## config.mk

```make
export PLATFORM = sky130hd
export DESIGN_NAME = alu_74382_wide_seq
export DESIGN_NICKNAME = d
export VERILOG_FILES = /design/src/rtl/alu_74382_pkg.sv /design/src/rtl/alu_74382.sv /design/src/rtl/alu_74382_wide_seq.sv
export SDC_FILE = /design/constraint.sdc
export NUM_CORES = 1
export LEC_CHECK = 0
export ABC_AREA = 1
export ABC_CLOCK_PERIOD_IN_PS = 3200
export CAP_MARGIN = 40
export CORE_UTILIZATION = 53
export CTS_CLUSTER_DIAMETER = 30
export DETAILED_ROUTE_END_ITERATION = 7
export PLACE_DENSITY = 0.78
export SETUP_SLACK_MARGIN = 0.15
export SYNTH_ARGS = -nofsm -noshare
export SYNTH_HDL_FRONTEND = slang
export SYNTH_HIERARCHICAL = 1
export SYNTH_SLANG_ARGS = --single-unit
```

## constraint.sdc

```tcl
create_clock -name clk -period 3.2 [get_ports clk]
set_clock_uncertainty 0.05 [all_clocks]
set_input_delay 0.96 -clock clk [delete_from_list [all_inputs] [get_ports clk]]
set_output_delay 0.96 -clock clk [all_outputs]
set_load 0.1 [all_outputs]
```

## src/rtl/alu_74382_pkg.sv

```systemverilog
// Shared types for the 74382-style ALU slice and its wide sequencer.
// Holds the function-select encoding and the sequencer FSM states.
package alu_74382_pkg;

    typedef enum logic [2:0] {
        SEL_CLEAR     = 3'b000,
        SEL_B_MINUS_A = 3'b001,
        SEL_A_MINUS_B = 3'b010,
        SEL_A_PLUS_B  = 3'b011,
        SEL_XOR       = 3'b100,
        SEL_OR        = 3'b101,
        SEL_AND       = 3'b110,
        SEL_PRESET    = 3'b111
    } alu_sel_t;

    typedef enum logic [1:0] {
        IDLE = 2'b00,
        RUN  = 2'b01,
        DONE = 2'b10
    } alu_seq_state_t;

endpackage

```

## src/rtl/alu_74382.sv

```systemverilog
// Combinational 74382-style ALU slice: CLEAR/PRESET, logic ops and
// carry-chained add/subtract. Logic ops report carry_out=0, overflow=0.
module alu_74382
    import alu_74382_pkg::*;
#(
    parameter int OPERAND_W = 4,
    parameter int RESULT_W  = OPERAND_W
) (
    input  alu_sel_t               sel,
    input  logic                   carry_in,
    input  logic [OPERAND_W-1:0]   a,
    input  logic [OPERAND_W-1:0]   b,
    output logic [RESULT_W-1:0]    result,
    output logic                   carry_out,
    output logic                   overflow
);

    logic [OPERAND_W-1:0] x;
    logic [OPERAND_W-1:0] y;
    logic [OPERAND_W-1:0] f;
    logic [OPERAND_W:0]   sum;
    logic                 arith;

    always_comb begin
        x         = a;
        y         = b;
        f         = '0;
        arith     = 1'b0;
        carry_out = 1'b0;
        overflow  = 1'b0;
        unique case (sel)
            SEL_CLEAR:     f = '0;
            SEL_B_MINUS_A: begin x = b; y = ~a; arith = 1'b1; end
            SEL_A_MINUS_B: begin x = a; y = ~b; arith = 1'b1; end
            SEL_A_PLUS_B:  arith = 1'b1;
            SEL_XOR:       f = a ^ b;
            SEL_OR:        f = a | b;
            SEL_AND:       f = a & b;
            SEL_PRESET:    f = '1;
            default:       f = '0;
        endcase
        sum = {1'b0, x} + {1'b0, y} + {{OPERAND_W{1'b0}}, carry_in};
        if (arith) begin
            f         = sum[OPERAND_W-1:0];
            carry_out = sum[OPERAND_W];
            // Signed overflow: like-signed addends, differently-signed sum
            overflow  = (x[OPERAND_W-1] == y[OPERAND_W-1]) &&
                        (sum[OPERAND_W-1] != x[OPERAND_W-1]);
        end
    end

    assign result = RESULT_W'(f);

endmodule

```

## src/rtl/alu_74382_wide_seq.sv

```systemverilog
// Runs SLICES x OPERAND_W wide ops through one alu_74382, one slice per clock.
// Optional rsp_zero flag is built when ALU_SEQ_ZERO_FLAG_EN is defined.
module alu_74382_wide_seq
    import alu_74382_pkg::*;
#(
    parameter int OPERAND_W = 4,
    parameter int SLICES    = 4,
    localparam int W        = OPERAND_W * SLICES
) (
    input  logic         clk,
    input  logic         rst,
    input  logic         req_valid,
    output logic         req_ready,
    input  logic [2:0]   req_sel,
    input  logic         req_carry_in,
    input  logic [W-1:0] req_a,
    input  logic [W-1:0] req_b,
    output logic         rsp_valid,
    input  logic         rsp_ready,
    output logic [W-1:0] rsp_result,
    output logic         rsp_carry_out,
    output logic         rsp_overflow
`ifdef ALU_SEQ_ZERO_FLAG_EN
    ,
    output logic         rsp_zero
`endif
);

    localparam int IDX_W = $clog2(SLICES);

    alu_seq_state_t       state;
    alu_seq_state_t       state_n;
    logic [IDX_W-1:0]     idx;
    alu_sel_t             sel_q;
    logic [W-1:0]         a_q;
    logic [W-1:0]         b_q;
    logic                 carry_q;
    logic [OPERAND_W-1:0] a_slice;
    logic [OPERAND_W-1:0] b_slice;
    logic [OPERAND_W-1:0] f;
    logic                 alu_co;
    logic                 alu_ov;
    logic                 last;
    logic                 accept;

    assign a_slice = a_q[int'(idx)*OPERAND_W +: OPERAND_W];
    assign b_slice = b_q[int'(idx)*OPERAND_W +: OPERAND_W];
    assign last    = (idx == IDX_W'(SLICES - 1));
    assign accept  = (state == IDLE) && req_valid;

    alu_74382 #(
        .OPERAND_W (OPERAND_W),
        .RESULT_W  (OPERAND_W)
    ) u_alu (
        .sel       (sel_q),
        .carry_in  (carry_q),
        .a         (a_slice),
        .b         (b_slice),
        .result    (f),
        .carry_out (alu_co),
        .overflow  (alu_ov)
    );

    always_ff @(posedge clk or posedge rst) begin
        if (rst) state <= IDLE;
        else     state <= state_n;
    end

    // Handshake outputs depend on registered state only
    always_comb begin
        state_n   = state;
        req_ready = 1'b0;
        rsp_valid = 1'b0;
        unique case (state)
            IDLE: begin
                req_ready = 1'b1;
                if (req_valid) state_n = RUN;
            end
            RUN: begin
                if (last) state_n = DONE;
            end
            DONE: begin
                rsp_valid = 1'b1;
                if (rsp_ready) state_n = IDLE;
            end
            default: state_n = IDLE;
        endcase
    end

    always_ff @(posedge clk or posedge rst) begin
        if (rst) begin
            idx           <= '0;
            sel_q         <= SEL_CLEAR;
            a_q           <= '0;
            b_q           <= '0;
            carry_q       <= 1'b0;
            rsp_result    <= '0;
            rsp_carry_out <= 1'b0;
            rsp_overflow  <= 1'b0;
        end else if (accept) begin
            idx     <= '0;
            sel_q   <= alu_sel_t'(req_sel);
            a_q     <= req_a;
            b_q     <= req_b;
            carry_q <= req_carry_in;
        end else if (state == RUN) begin
            rsp_result[int'(idx)*OPERAND_W +: OPERAND_W] <= f;
            carry_q <= alu_co;
            if (last) begin
                idx           <= '0;
                rsp_carry_out <= alu_co;
                rsp_overflow  <= alu_ov;
            end else begin
                idx <= idx + IDX_W'(1);
            end
        end
    end

`ifdef ALU_SEQ_ZERO_FLAG_EN
    always_ff @(posedge clk or posedge rst) begin
        if (rst)                rsp_zero <= 1'b0;
        else if (accept)        rsp_zero <= 1'b1;
        else if (state == RUN)  rsp_zero <= rsp_zero && (f == '0);
    end
`endif

endmodule
```

==> results by group, run 1 <==
STA
  • Post-route clock period utilization: 88.3%
  • Max-slew headroom: roughly half
  • RSZ-0062 raised after global routing: false
  • Final Hold Vio Count: 0
  • Max Freq: 0.354 GHz
  • Setup TNS: 0 ns
  • Final Critical Period: 2.82 ns
  • Worst Max-Slew Pin Slew: between 0.7 and 0.8 ns
  • Final setup viols: 0
  • Slew Limit Fails: 0

Worst setup path
  • CP required: about 3.4 ns
  • Critical path startpoint category: flop
  • Crit. End Element: flop
  • CP peak stage delay: 0.44 ns
  • Reg2Reg Depth: 14
  • CP arrival: around 3 ns
  • Crit Path Class: flop to flop
  • Reg-to-reg endpoint: rsp_result[13]
  • CP cell instances: clkinv_8, o211ai_1, nand2_1, o22ai_1, nor2_1, fa_1, inv_1, fa_1, nand2_1, nand3_1, nand2_1, inv_1, nand2_1, nand2_1
  • R2r setup slk: around 0.38 ns
  • CP max FO: 30
  • Top cell by count, worst path: nand2_1
  • Reg2reg start: idx[0]
  • Worst path slowest cell: dfrtp_2

Synthesis
  • Synthesized cell area: about 3400 um2
  • Top cells by count, synth: 167 x nand2_1, 58 x dfrtp_1, 45 x inv_1
  • Sequential area share after synthesis: 42.6%
  • Async SR Flop Fraction: 100%
  • Yosys top cell by area: dfrtp_1
  • Mapped Nets: 500
  • Post-synth top flop: dfrtp_1
  • Syn Inst Count: about 440
  • Distinct cells, synth: 30
  • Seq cells post-synth: 58
  • Most common cell in the synthesized netlist: nand2_1
  • Post-synth top area share: 42.6%
  • Mapped Avg Cell Area: 7.70 um2
  • Yosys warning total: 6
  • EDFF count, synth: 0
  • Top post-synthesis cells by area: dfrtp_1 43%, nand2_1 18%, ha_1 5.9%, nand3_1 5.9%, inv_1 5.0%

Status
  • Outcome: complete, no violations

Routing
  • Vias post-DR: 3,092
  • Total Wirelength: ~8000 um
  • Post-route ant nets: 0
  • Drt pass-1 iters: 5
  • Drt drc: 0
  • Drt wl/cell: between 10 and 15 um
  • Vias/cell: between 5 and 6
  • 1st-iter DRT viols: about 260

Clock tree
  • Clock latency on the worst-skew pair: approximately 0.34 ns
  • TritonCTS Sinks: 58
  • Deepest clock path buffer count: 2
  • Clk root buf: clkbuf_8
  • TritonCTS clock tree: yes
  • H-tree depth: 3
  • Clk slew on worst S/H paths: about 0.07 ns
  • TritonCTS buffer count: 9
  • Cts hold-fix bufs: 0

Die
  • Ports: 60
  • Die area: a little under 7000 um2
  • Initial Util: between 50% and 60%
  • Horiz. Die Dim: about 82 um
  • Floorplan row count: 28
  • Core Area: about 6100 um2
  • Die H: between 80 and 90 um

Worst hold path
  • HP Start: b_q[13]
  • Hold/Removal Path Class: flop to flop
  • Worst hold stages: 2
  • Sink of the worst hold path: b_q[13]

Placed design
  • PortBufs: 59
  • Gpl congestion: slightly below 0.9
  • DP HPWL: 5780 um

Final layout
  • Share of layout cells above drive strength 1: between 10% and 20%
  • Inserted Diodes: 0
  • Area grow syn2layout: 25.3%
  • Final #Nets: 564

Global routing
  • Grt total ovfl: 0
  • Initial antenna violation count: 0
  • Global-route wire length before repair: approximately 13,000 um
  • Vias in the first global route: roughly 2,900
  • GRT Total Usage: approximately a quarter
  • Largest net degree at the start of global routing: between 50 and 60

Flow run
  • Maxcap violations: 0
how the worst max path moves through the flow:
stage / start / endpoint / depth (start not counted)
6_report: idx[0] / rsp_result[13] / 14
5_1_grt: idx[0] / rsp_result[14] / 18
4_1_cts: idx[0] / rsp_result[5] / 15
3_5_place_dp: idx[0] / rsp_result[5] / 15
3_3_place_gp: idx[0] / rsp_result[13] / 17
2_1_floorplan: state[1] / rsp_valid / 2
critical path, delay by kind of cell, from the launching register on:
kind	cells	cell delay [ns]
fa+ha+maj	2	0.82
buf+inv	3	0.30
flops	1	0.44
simple gates	7	0.67
compound gates	2	0.42
state kept, by name, summed over array words and instances, names as in the netlist:
signal         cells
rsp_carry_out      1
rsp_result        16
rsp_overflow       1
a_q               16
idx                2
sel_q              3
carry_q            1
b_q               16
state              2
per-stage QoR:
stage	util, %	hold slack, ns	setup slack (ns)	cells	instance area [um2]
finish	70.4	0.426	0.376	586	4270
CTS	69.7	0.426	0.248	583	4230
detailed placement	65.9	0.409	0.122	567	3990
floorplan	-	0.387	0.395	442	3400
global route	70.4	0.450	0.182	586	4270
global placement	65.9	0.409	0.330	567	3990
layout by cell type, fill, tap and decap left out, types with 3 or more instances in the layout:
cell type	instances
nor2_1	23
nand4_1	3
o21ai_0	13
o211ai_1	16
nand2_2	4
inv_2	5
nand3_1	39
clkdlybuf4s50_1	39
dfrtp_1	56
o21a_1	16
buf_4	31
nand3_2	3
ha_1	16
clkbuf_8	11
nand2_1	167
inv_1	43
kinds of logic after synthesis:
group                      synth area share [%]
AOI/OAI and AO/OA                          9.81
adders and majority gates                  7.06
buffers and inverters                      8.67
DFF                                        42.6
and+or+nand+nor                            31.8
per-layer routing:
metal	track usage, %	vias up	part of all wire [%]
met1	36.2	1443	48
met2	41.2	101	45
li1	-	1531	-
met4	13.3	0	2.5
met3	4.84	17	4.3
met5	0	-	0
final cells by class:
class / count / area [um2]
flip-flops and latches: 58 / 1450
clock inverters: 4 / 73.8
inverters: 50 / 203
well taps: 75 / 93.8
fillers: 480 / 1800
clock buffers: 12 / 155
repair buffers: 70 / 623
multi-input cells: 317 / 1660
repair_timing:
action	in CTS	in global routing
pin swaps	0	2
setup buffers	0	3
endpoints found under the setup margin	2	12
endpoints found under the hold margin	0	0
gates resized for setup	1	8
Power of run 1 is not shown: default switching activity piles up to over one toggle a cycle in this logic, so the estimate is an artifact.
==> inputs of run 2 (changes only) <==
--- a/config.mk
+++ b/config.mk
@@ -6,7 +6,6 @@
 export NUM_CORES = 1
 export LEC_CHECK = 0
 export ABC_AREA = 1
-export ABC_CLOCK_PERIOD_IN_PS = 3200
 export CAP_MARGIN = 40
 export CORE_UTILIZATION = 53
 export CTS_CLUSTER_DIAMETER = 30
==> results of run 2 <==
The final DEF is identical to that of run 1; final timing and power are the same.
Power of run 2 is left out for the same reason.
==> variant, RTL diff (flow settings as in run 1) <==
The 3 states of `alu_seq_state_t` get a one-hot encoding in 3 bits.
--- a/src/rtl/alu_74382_pkg.sv
+++ b/src/rtl/alu_74382_pkg.sv
@@ -13,10 +13,10 @@
         SEL_PRESET    = 3'b111
     } alu_sel_t;
 
-    typedef enum logic [1:0] {
-        IDLE = 2'b00,
-        RUN  = 2'b01,
-        DONE = 2'b10
+    typedef enum logic [2:0] {
+        IDLE = 3'b001,
+        RUN  = 3'b010,
+        DONE = 3'b100
     } alu_seq_state_t;
 
 endpackage
Formal check against the unedited RTL: no difference found for any inputs over 10 cycles, from zero or initial values and one cycle with rst high; not proved beyond that.
==> variant against run 1 <==
Routed wire length grew 0.54%; synthesized area shrank 0.51%; cell area grew 1.0%; critical path depth increased by 2; setup slack worse by 0.037 ns; sequential cell count increased by 1; synthesized cell count increased by 1.4%.
==> variant: results (changes against run 1) <==
status=finished, final reports clean (unchanged); largest net degree at the start of global routing=60 (was 59); top cells by count, synth=158 x nand2_1, 58 x dfrtp_1, 48 x o21ai_0, 46 x inv_1, 27 x nor2_1 (was 167 x nand2_1, 58 x dfrtp_1, 45 x inv_1, 40 x nand3_1, 23 x nor2_1); final std cells w/o fill=600 (was 586); Die W=81.9 µm (was 82.1 µm); post-placement cell count=583 (was 567); routability cong.=0.857 (was 0.895); DR pass1 iterations=4 (was 5); Syn Nets=506 (was 500); drt initial violations=185 (was 262); global-route wire length before repair=13,100 µm (was 13,400 µm); drt wl/cell=13.4 µm (was 13.6 µm); fraction of layout cells with a size suffix above 1=0.145 (was 0.137); HPWL after DPL=5980 µm (was 5780 µm); GRT Util Overall=0.265 (was 0.267); library cells used by synthesis=32 (was 30); final net count=578 (was 564); LEAKAGE=2.23 nW; Root Buffer=clkbuf_8 (unchanged); critical path arrival=3.04 ns (was 3.01 ns); grt met3 use=0.0567 (was 0.0484); register clock-pin slew on the reported worst setup and hold paths=0.07 ns (about the same); maximum vdd ir drop=0.000804 V; vias in the first global route=2,862 (was 2,908); sequential share of the synthesized area=0.436 (was 0.426); ys async rst share=1.00 (unchanged); Slew @ Worst Pin=0.457 ns (was 0.724 ns); H-tree levels=3 (unchanged); FILL cells=541 (was 480); grt met2 use=0.440 (was 0.412); critical-path maximum fanout=10 (was 30); via count=3,075 (was 3,092); leading register cell type out of synthesis=dfrtp_1 (unchanged); met1 Resource Use GR=0.332 (was 0.362); Synth area leaders=dfrtp_1 43%, nand2_1 18%, o21ai_0 7.1% (was dfrtp_1 43%, nand2_1 18%, ha_1 5.9%); Avg Cell Area, Syn=7.56 µm² (was 7.70 µm²)
## variant: final timing paths
check                            start             to  slack (ns)  depth (start not counted)
max in group asynchronous          rst       state[0]        1.88                          3
min in group asynchronous          rst       state[2]        0.94                          3
worst max-delay path            idx[0]  rsp_result[5]        0.34                         16
worst max register to register  idx[0]  rsp_result[5]        0.34                         16
worst min register to register  b_q[4]         b_q[4]        0.43                          2
worst min-delay path            b_q[4]         b_q[4]        0.43                          2
## variant: through the flow
stage          setup slack [ns]   util  power, mW  hold slack [ns]  area [µm²]
2_1_floorplan             0.280      -       3.20            0.394        3390
4_1_cts                   0.221  0.712       4.75            0.433        4290
6_report                  0.339  0.715       4.80            0.431        4310
3_5_place_dp              0.261  0.675       3.97            0.414        4070
5_1_grt                   0.135  0.715       5.25            0.445        4310
3_3_place_gp              0.394  0.675       3.89            0.407        4070
## variant: per-layer routing
layer | vias up | routed length, µm
met5 | - | 0
met4 | 0 | 173
met3 | 18 | 449
met2 | 100 | 3970
met1 | 1386 | 3430
li1 | 1571 | -
## variant: cells by family after synthesis
kind of cell	Yosys count	synth area share
simple gates	234	0.299
fa+ha+maj	18	0.0709
flops	59	0.436
compound gates	71	0.110
buf+inv	66	0.0835
## variant: worst max-delay path: stages (launching register included)
cell	delay (ns)
dfrtp_1	0.39
inv_2	0.08
buf_4	0.17
o21ai_0	0.09
o21ai_1	0.25
inv_1	0.10
nor2_1	0.11
nor2_1	0.06
fa_1	0.39
inv_1	0.11
fa_1	0.42
nand2_1	0.09
nand3_1	0.11
inv_1	0.10
nor3_1	0.07
nand3_1	0.12
nand2_1	0.05
## variant: repair_timing
action,4_1_cts,5_1_grt
endpoints found under the hold margin,0,0
setup buffers,0,1
setup endpoints to repair,0,15
resized for setup,0,7
## variant: final cells by class
cell class,instances,area (µm²),share of cell area
Clock buffer,9,124,0.0288
Clock inverter,7,100,0.0232
Inverter,51,194,0.0450
Multi-Input combinational cell,323,1640,0.380
Sequential cell,59,1480,0.343
Tap cell,75,93.8,0.0218
Timing Repair Buffer,76,681,0.158
## variant: power groups by stage
stage               Combinational, mW  Sequential [mW]  Clock (mW)
global placement                 2.69             1.20           0
floorplan                        1.83             1.37           0
CTS                              2.77             1.20       0.776
finish                           2.83             1.20       0.772
global route                     3.21             1.23       0.811
detailed placement               2.76             1.21           0
